**config.mk**
```make
export PLATFORM = sky130hd
export DESIGN_NAME = tail_pack
export DESIGN_NICKNAME = d
export VERILOG_FILES = /design/src/rtl/tail_pack.sv
export SDC_FILE = /design/constraint.sdc
export NUM_CORES = 1
export LEC_CHECK = 0
export BUFFER_PORTS_ARGS = -buffer_cell sky130_fd_sc_hd__buf_4
export CORE_MARGIN = 4
export CORE_UTILIZATION = 51
export DETAILED_ROUTE_END_ITERATION = 8
export GPL_TIMING_DRIVEN = 0
export PLACE_DENSITY = 0.78
export SETUP_SLACK_MARGIN = 0.3
export SYNTH_ARGS = -nofsm -noshare
export SYNTH_HDL_FRONTEND = slang
export SYNTH_SLANG_ARGS = --single-unit
export TNS_END_PERCENT = 5
```
**constraint.sdc**
```tcl
create_clock -name clk -period 2.31 [get_ports clk]
set_clock_uncertainty 0.2 [all_clocks]
set_input_delay 0.462 -clock clk [delete_from_list [all_inputs] [get_ports clk]]
set_output_delay 0.462 -clock clk [all_outputs]
set_load 0.01 [all_outputs]
```
**src/rtl/tail_pack.sv**
```systemverilog
// Instruction packer: one header nibble plus its legal tail nibbles, emitted one
// nibble per cycle on a valid/ready stream. Illegal headers are dropped with an err pulse.
module tail_pack #(
    parameter int NW = 4,
    parameter int TN = 7
) (
    input  logic              clk,
    input  logic              rst,
    input  logic              in_valid,
    output logic              in_ready,
    input  logic [3:0]        in_hdr,
    input  logic [TN*NW-1:0]  in_tail,
    output logic              out_valid,
    input  logic              out_ready,
    output logic [NW-1:0]     out_data,
    output logic              out_last,
    output logic              err
);
    localparam int CW = $clog2(TN + 1);

    typedef enum logic {IDLE = 1'b0, SEND = 1'b1} state_e;

    state_e            state_q;
    logic [NW-1:0]     data_q;
    logic              last_q;
    logic              err_q;
    logic [CW-1:0]     cnt_q;
    logic [TN*NW-1:0]  tail_q;

    logic              accept;
    logic              out_hs;
    logic              hdr_ok;
    logic [CW-1:0]     hdr_cnt;

    function automatic logic hdr_legal(input logic [3:0] h);
        casez (h)
            4'b??00, 4'b1?0?, 4'b0001, 4'b0010, 4'b0011: return 1'b1;
            default:                                     return 1'b0;
        endcase
    endfunction

    // Number of tail nibbles that follow the header (total length minus one).
    function automatic logic [CW-1:0] hdr_tail_cnt(input logic [3:0] h);
        case (h)
            4'b0001: return CW'(1);
            4'b0010: return CW'(3);
            4'b0011: return CW'(7);
            default: return '0;
        endcase
    endfunction

    function automatic logic [TN*NW-1:0] keep_tail(input logic [TN*NW-1:0] t,
                                                   input logic [CW-1:0]    n);
        logic [TN*NW-1:0] r;
        r = '0;
        for (int k = 0; k < TN; k++) begin
            if (k < int'(n)) r[NW*k +: NW] = t[NW*k +: NW];
        end
        return r;
    endfunction

    assign out_valid = (state_q == SEND);
    assign out_data  = data_q;
    assign out_last  = last_q;
    assign err       = err_q;

    // A finishing packet frees the slot in the same cycle, so packets chain without a bubble.
    assign in_ready  = !out_valid || (out_ready && last_q);
    assign accept    = in_valid && in_ready;
    assign out_hs    = out_valid && out_ready;
    assign hdr_ok    = hdr_legal(in_hdr);
    assign hdr_cnt   = hdr_tail_cnt(in_hdr);

    always_ff @(posedge clk) begin
        if (rst) begin
            state_q <= IDLE;
            data_q  <= '0;
            last_q  <= 1'b0;
            err_q   <= 1'b0;
            cnt_q   <= '0;
        end else begin
            err_q <= 1'b0;
            if (accept) begin
                if (hdr_ok) begin
                    state_q <= SEND;
                    data_q  <= NW'(in_hdr);
                    last_q  <= (hdr_cnt == '0);
                    cnt_q   <= hdr_cnt;
                end else begin
                    state_q <= IDLE;
                    last_q  <= 1'b0;
                    err_q   <= 1'b1;
                end
            end else if (out_hs) begin
                if (last_q) begin
                    state_q <= IDLE;
                    last_q  <= 1'b0;
                end else begin
                    data_q  <= tail_q[NW-1:0];
                    cnt_q   <= cnt_q - CW'(1);
                    last_q  <= (cnt_q == CW'(1));
                end
            end
        end
    end

    // Tail shift register: pure datapath, only meaningful while cnt_q says so.
    always_ff @(posedge clk) begin
        if (accept && hdr_ok) begin
            tail_q <= keep_tail(in_tail, hdr_cnt);
        end else if (out_hs && !last_q) begin
            tail_q <= tail_q >> NW;
        end
    end
endmodule

```
# Word-level counts from Yosys, hierarchy flattened
# Cells that the tools add are included.
[op_classes]
add_sub_neg = 1
multipliers = 0
n_div = 0
n_lt_le_gt_ge = 7
eq_ne = 7
shifts = 0
muxes = 28
n_bitwise = 1
reduce_logical = 17
[ops]
columns = ["cell", "count"]
rows = [
  ["2-to-1 mux 28 bit", 2],
  ["2-to-1 mux 4 bit", 11],
  ["2-to-1 mux 3 bit", 4],
  ["2-to-1 mux 1 bit", 10],
  ["less-than comparator 3 bit (first input constant)", 3],
  ["case mux 3 bit (3 select lines)", 1],
  ["== test 4 x 2 -> 1 bit (second input constant)", 2],
  ["less-than comparator 1 x 3 -> 1 bit (first input constant)", 2],
  ["less-than comparator 2 x 3 -> 1 bit (first input constant)", 2],
  ["nonzero test 2 bit", 3],
  ["logical AND 1 bit", 5],
  ["OR reduction 5 bit", 1],
  ["== test 4 x 1 -> 1 bit (second input constant)", 1],
  ["!= test 2 x 1 -> 1 bit (second input constant)", 2],
  ["== test 3 x 1 -> 1 bit (second input constant)", 1],
  ["zero test 3 bit", 1],
  ["AND reduction 3 bit", 1],
  ["subtractor 3 x 1 -> 3 bit (second input constant)", 1],
  ["== test 2 bit (second input constant)", 1],
  ["zero test 1 bit", 2],
  ["zero test 2 bit", 1],
  ["AND reduction 2 bit", 1],
  ["OR reduction 2 bit", 1],
  ["logical OR 1 bit", 1],
  ["NOT 1 bit", 1],
]
[totals]
register_bits = 38
latchBits = 0
ram_bits = 0
romBits = 0
output_inout_bits = 8
wordCells = 67
memories = 0

# Logic depth before layout (Yosys ltp)
[depth]
word_depth = 5
ltp_mapped = 7
depth_no_buf = 5

# Worst setup path after synthesis
# No wires, ideal clock.
[synth_timing]
kind = "input port to flip-flop"
start = "in out_ready"
end = "reg cnt_q[2]"
setup_time_ns = 0.126
arrival_time_ns = 1.594
setup_slack_ns = 0.390
path_stages = 7
path_cell_list = "a21bo_2 and2_1 buf_6 o2bb2ai_2 buf_6 o21ai_0 o2bb2ai_1"
[synth_via]
elab_chain_cells = 5
elab_cells_between_ends = 9
cone_classes = "eq/ne (2); mux (1); reduce/logical (6)"
[synth_rtl]
columns = ["item", "line", "rtl"]
rows = [
  ["start: declaration", "14", "input logic out_ready,"],
  ["logical AND 1 bit", "68", "assign in_ready = !out_valid || (out_ready && last_q);"],
  ["logical OR 1 bit", "68", ""],
  ["logical AND 1 bit", "69", "assign accept = in_valid && in_ready;"],
  ["!= test 2 x 1 -> 1 bit (no source line) or nonzero test 2 bit (tied branches)", "-", ""],
  ["AND reduction 3 bit (no source line)", "-", ""],
  ["end signal: assignment", "88", "cnt_q <= hdr_cnt;"],
  ["end signal: assignment", "100", "cnt_q <= cnt_q - CW'(1);"],
  ["end: declaration", "27", "logic [CW-1:0] cnt_q;"],
]
# Parallel ways exist; a longest one is shown, timed or not.
# A chain may end at the register's enable or synchronous reset.

# Worst setup path in the final report
[layout_timing]
start = "reg last_q (netlist: out_last)"
end = "reg tail_q[22], data pin"
[layout_via]
elab_chain_cells = 5
[layout_rtl]
columns = ["item", "line", "rtl"]
rows = [
  ["start: declaration", "25", "logic last_q;"],
  ["start signal: assignment", "87", "last_q <= (hdr_cnt == '0);"],
  ["start signal: assignment", "101", "last_q <= (cnt_q == CW'(1));"],
  ["logical AND 1 bit", "68", ""],
  ["logical OR 1 bit", "68", ""],
  ["logical AND 1 bit", "69", ""],
  ["logical AND 1 bit", "109", "if (accept && hdr_ok) begin"],
  ["2-to-1 mux 28 bit", "109", ""],
  ["end signal: assignment", "110", "tail_q <= keep_tail(in_tail, hdr_cnt);"],
  ["end signal: assignment", "112", "tail_q <= tail_q >> NW;"],
  ["end: declaration", "28", "logic [TN*NW-1:0] tail_q;"],
]
# Every way passes these cells.

==> flow_summary.yaml <==
cts:
  cts_buffers: 5
  insertion_delay_ns: 0.35
  root_buffer: "clkbuf_4"
  cts_tree: "yes"
  cts_buffer_depth: 2
  hold_buffers: 0
  cts.sinks: 38
  clk_pin_slew_ns: 0.11
  cts.htree.levels: 2
synthesis:
  synth-simple-area-share_pct: 10.6
  synth-seq-cells: 38
  synth-compound-area-share_pct: 21.0
  synth_nets: 163
  synth_fa_ha_area_share_pct: 1.53
  yosysWarningCount: 0
  synth.distinct_cells: 31
  synth_area_leaders: "edfxtp_1, a22o_1, dfxtp_1"
  synthXorXnorAreaFrac_pct: 0
  synth.avg_cell_area_um2: 13.1
  ys_seq_area_share_pct: 63.7
  synthMuxAreaShare_pct: 0
  synth_area_um2: 1640
  yosys.area.top_type: "edfxtp_1"
  synth_top_area_share_pct: 51.4
  synth_top_family_by_area: "compound AO/OA/AOI/OAI gates"
  netlist_instances: 125
cells_and_area:
  layout_commonest_cell: "buf_4"
  final_nets: 214
  layout_common_cells: "buf_4, edfxtp_1, a22o_1"
  n_fill_cell: 231
  area_growth_pct: 28.2
  multi_input_area_um2: 542
  n_antenna_cell: 0
  final_layout_size_suffix_gt1_share_pct: 34.5
  seqCellArea_um2: 1040
sta:
  setup_slack_ns: 0.377
  rsz0062_at_grt: "true"
  post-route-min-period_ns: 1.93
  hold_violations: 0
  finalCritPeriodShare_pct: 83.7
  max_slew_margin_pct: 69.3
  slew_viol_final: 0
  max_clock_freq_ghz: 0.517
  setup_violations: 0
  finalSetupTns_ns: 0
  tightest_slew_ns: 0.458
worst_setup_path:
  required_ns: 2.22
  arrival_ns: 1.84
  max_stage_delay_ns: 0.43
  cp-start-kind: "flop"
  endpoint_kind: "flop"
  crit_path_top_delay_cell: "dfxtp_1"
  critPathKind: "reg -> reg"
  worstPathCellList: "a21bo_2, and2_1, buf_6, nand2_2, buf_2, a22o_1"
  crit_fanout: 10
routing:
  num_vias: 1241
  drcViolationCount: 0
  ant_nets: 0
  drt-initial-drc-count: 122
  wire_per_inst_um: 15.7
  dr.pass1.iters: 4
  viasPerCell: 5.62
  wl_mm: 3.48
floorplanning:
  dieArea_um2: 4180
  ios: 44
  core-area_um2: 3050
  rows: 20
  die_w_um: 64.6
  dieHeight_um: 64.6
  start_util_pct: 53.6
place:
  dp_hpwl_mm: 2.47
  dpl_worst_slack_ns: 0.0142
  io_buffers: 43
  gp_congestion: 0.751
global_route:
  grt.overflow.total: 0
  grt_pass1_vias: 1238
  grt_max_degree: 38
  track_usage_pct: 18.0
  antenna_found_initial: 0
  grt_first_pass_wirelength_mm: 5.64
outcome:
  status: "finished clean"
worst_hold_path:
  hold_path.class: "in -> reg"
flow_run:
  maxCapViolCount: 0
power_and_ir_drop:
  power_switching_uw: 366
  switching_share_pct: 25.6
  irDropWorstVdd_mv: 0.372
  p_comb_share_pct: 18.3
  seqPwrFrac_pct: 58.3
  p_clk_share_pct: 23.4
  power.leakage_uw: 0.000842
  p_int_uw: 1060
  pwr_density_cell_nw_per_um2: 682
==> metal layers <==
metal / global-route usage (%) / share of wire (%) / vias to the layer above / wire [um]
met5: 0 / 0 / - / 0
met4: 4.75 / 1.2 / 0 / 40
met3: 7.11 / 7.0 / 7 / 245
met2: 29.5 / 50 / 41 / 1730
met1: 22.1 / 42 / 606 / 1460
li1: - / - / 587 / -
==> power by group through the flow <==
| stage | Combinational (uW) | Sequential [uW] | Clock, uW |
|---|---|---|---|
| global route | 287 | 840 | 368 |
| CTS | 250 | 835 | 334 |
| finish | 262 | 834 | 334 |
| global placement | 240 | 847 | 0 |
| floorplan | 141 | 848 | 0 |
| detailed placement | 248 | 850 | 0 |
==> worst max-delay path, delay by kind of cell (launching register included) <==
family / cells / cell delay [ns]
AOI/OAI and AO/OA: 2 / 0.45
DFF: 1 / 0.43
buffers and inverters: 2 / 0.36
and+or+nand+nor: 2 / 0.25
==> state kept, by name (all words and copies together) (netlist names) <==
signal and count:
out_data 4, cnt_q 3, out_valid 1, tail_q 28, out_last 1, err 1
==> kinds of logic (layout without fill, tap and decap cells) <==
group	Yosys count	after routing
compound gates	41	41
flops	38	38
simple gates	35	35
buf+inv	9	61
fa+ha+maj	2	2
==> area by class of cell <==
class                   count  share of cell area (%)
plain buffers               7                    2.57
inverters                   2                   0.358
multi-input cells          78                    25.8
clock buffers               6                    1.97
repair buffers             44                    16.6
well taps                  44                    2.63
clock inverters             2                   0.418
flip-flops and latches     38                    49.6
==> synthesized netlist by cell type <==
library cell  count
o21ai_1           1
and2_1            2
edfxtp_1         28
buf_2             3
nand2_1          11
nor3b_1           1
o21ai_0           2
o2bb2ai_1         1
o22ai_1           1
a211oi_2          1
a211oi_1          1
a22o_1           24
or4b_2            1
nand2_2           1
o21bai_1          1
clkbuf_1          2
nor2_1           10
nor2_2            1
inv_1             2
and3_1            4
nor2b_1           2
buf_6             2
dfxtp_1          10
a311oi_1          4
a21oi_1           2
nor3_1            1
ha_1              2
and4_1            1
a21bo_2           1
a31oi_1           1
o2bb2ai_2         1
==> final timing paths <==
path / startpoint / end / slack (ns) / depth (start not counted)
setup reg to reg: out_last$_SDFFE_PP0P_ / tail_q[22]$_DFFE_PP_ / 0.38 / 6
setup / recovery: out_last$_SDFFE_PP0P_ / tail_q[22]$_DFFE_PP_ / 0.38 / 6
hold / removal: rst / cnt_q[2]$_SDFFE_PP0P_ / 0.19 / 3
hold reg to reg: out_data[1]$_SDFFE_PP0P_ / out_data[1]$_SDFFE_PP0P_ / 0.31 / 2
==> stage by stage <==
step	cell area (um2)	instances	hold WS [ns]	util [%]	total power, uW
finish	2100	221	0.186	68.7	1430
detailed placement	2010	212	0.299	65.9	1100
floorplan	1640	125	0.295	-	989
CTS	2070	220	0.187	67.7	1420
global route	2100	221	0.178	68.7	1490
global placement	2010	212	0.285	65.9	1090
==> repair_timing <==
action	CTS	global route
resized for setup	1	1
buffers inserted	0	0
cloned	0	1
setup endpoints to repair	1	52
Note: power is estimated with default switching activity, not from simulation.
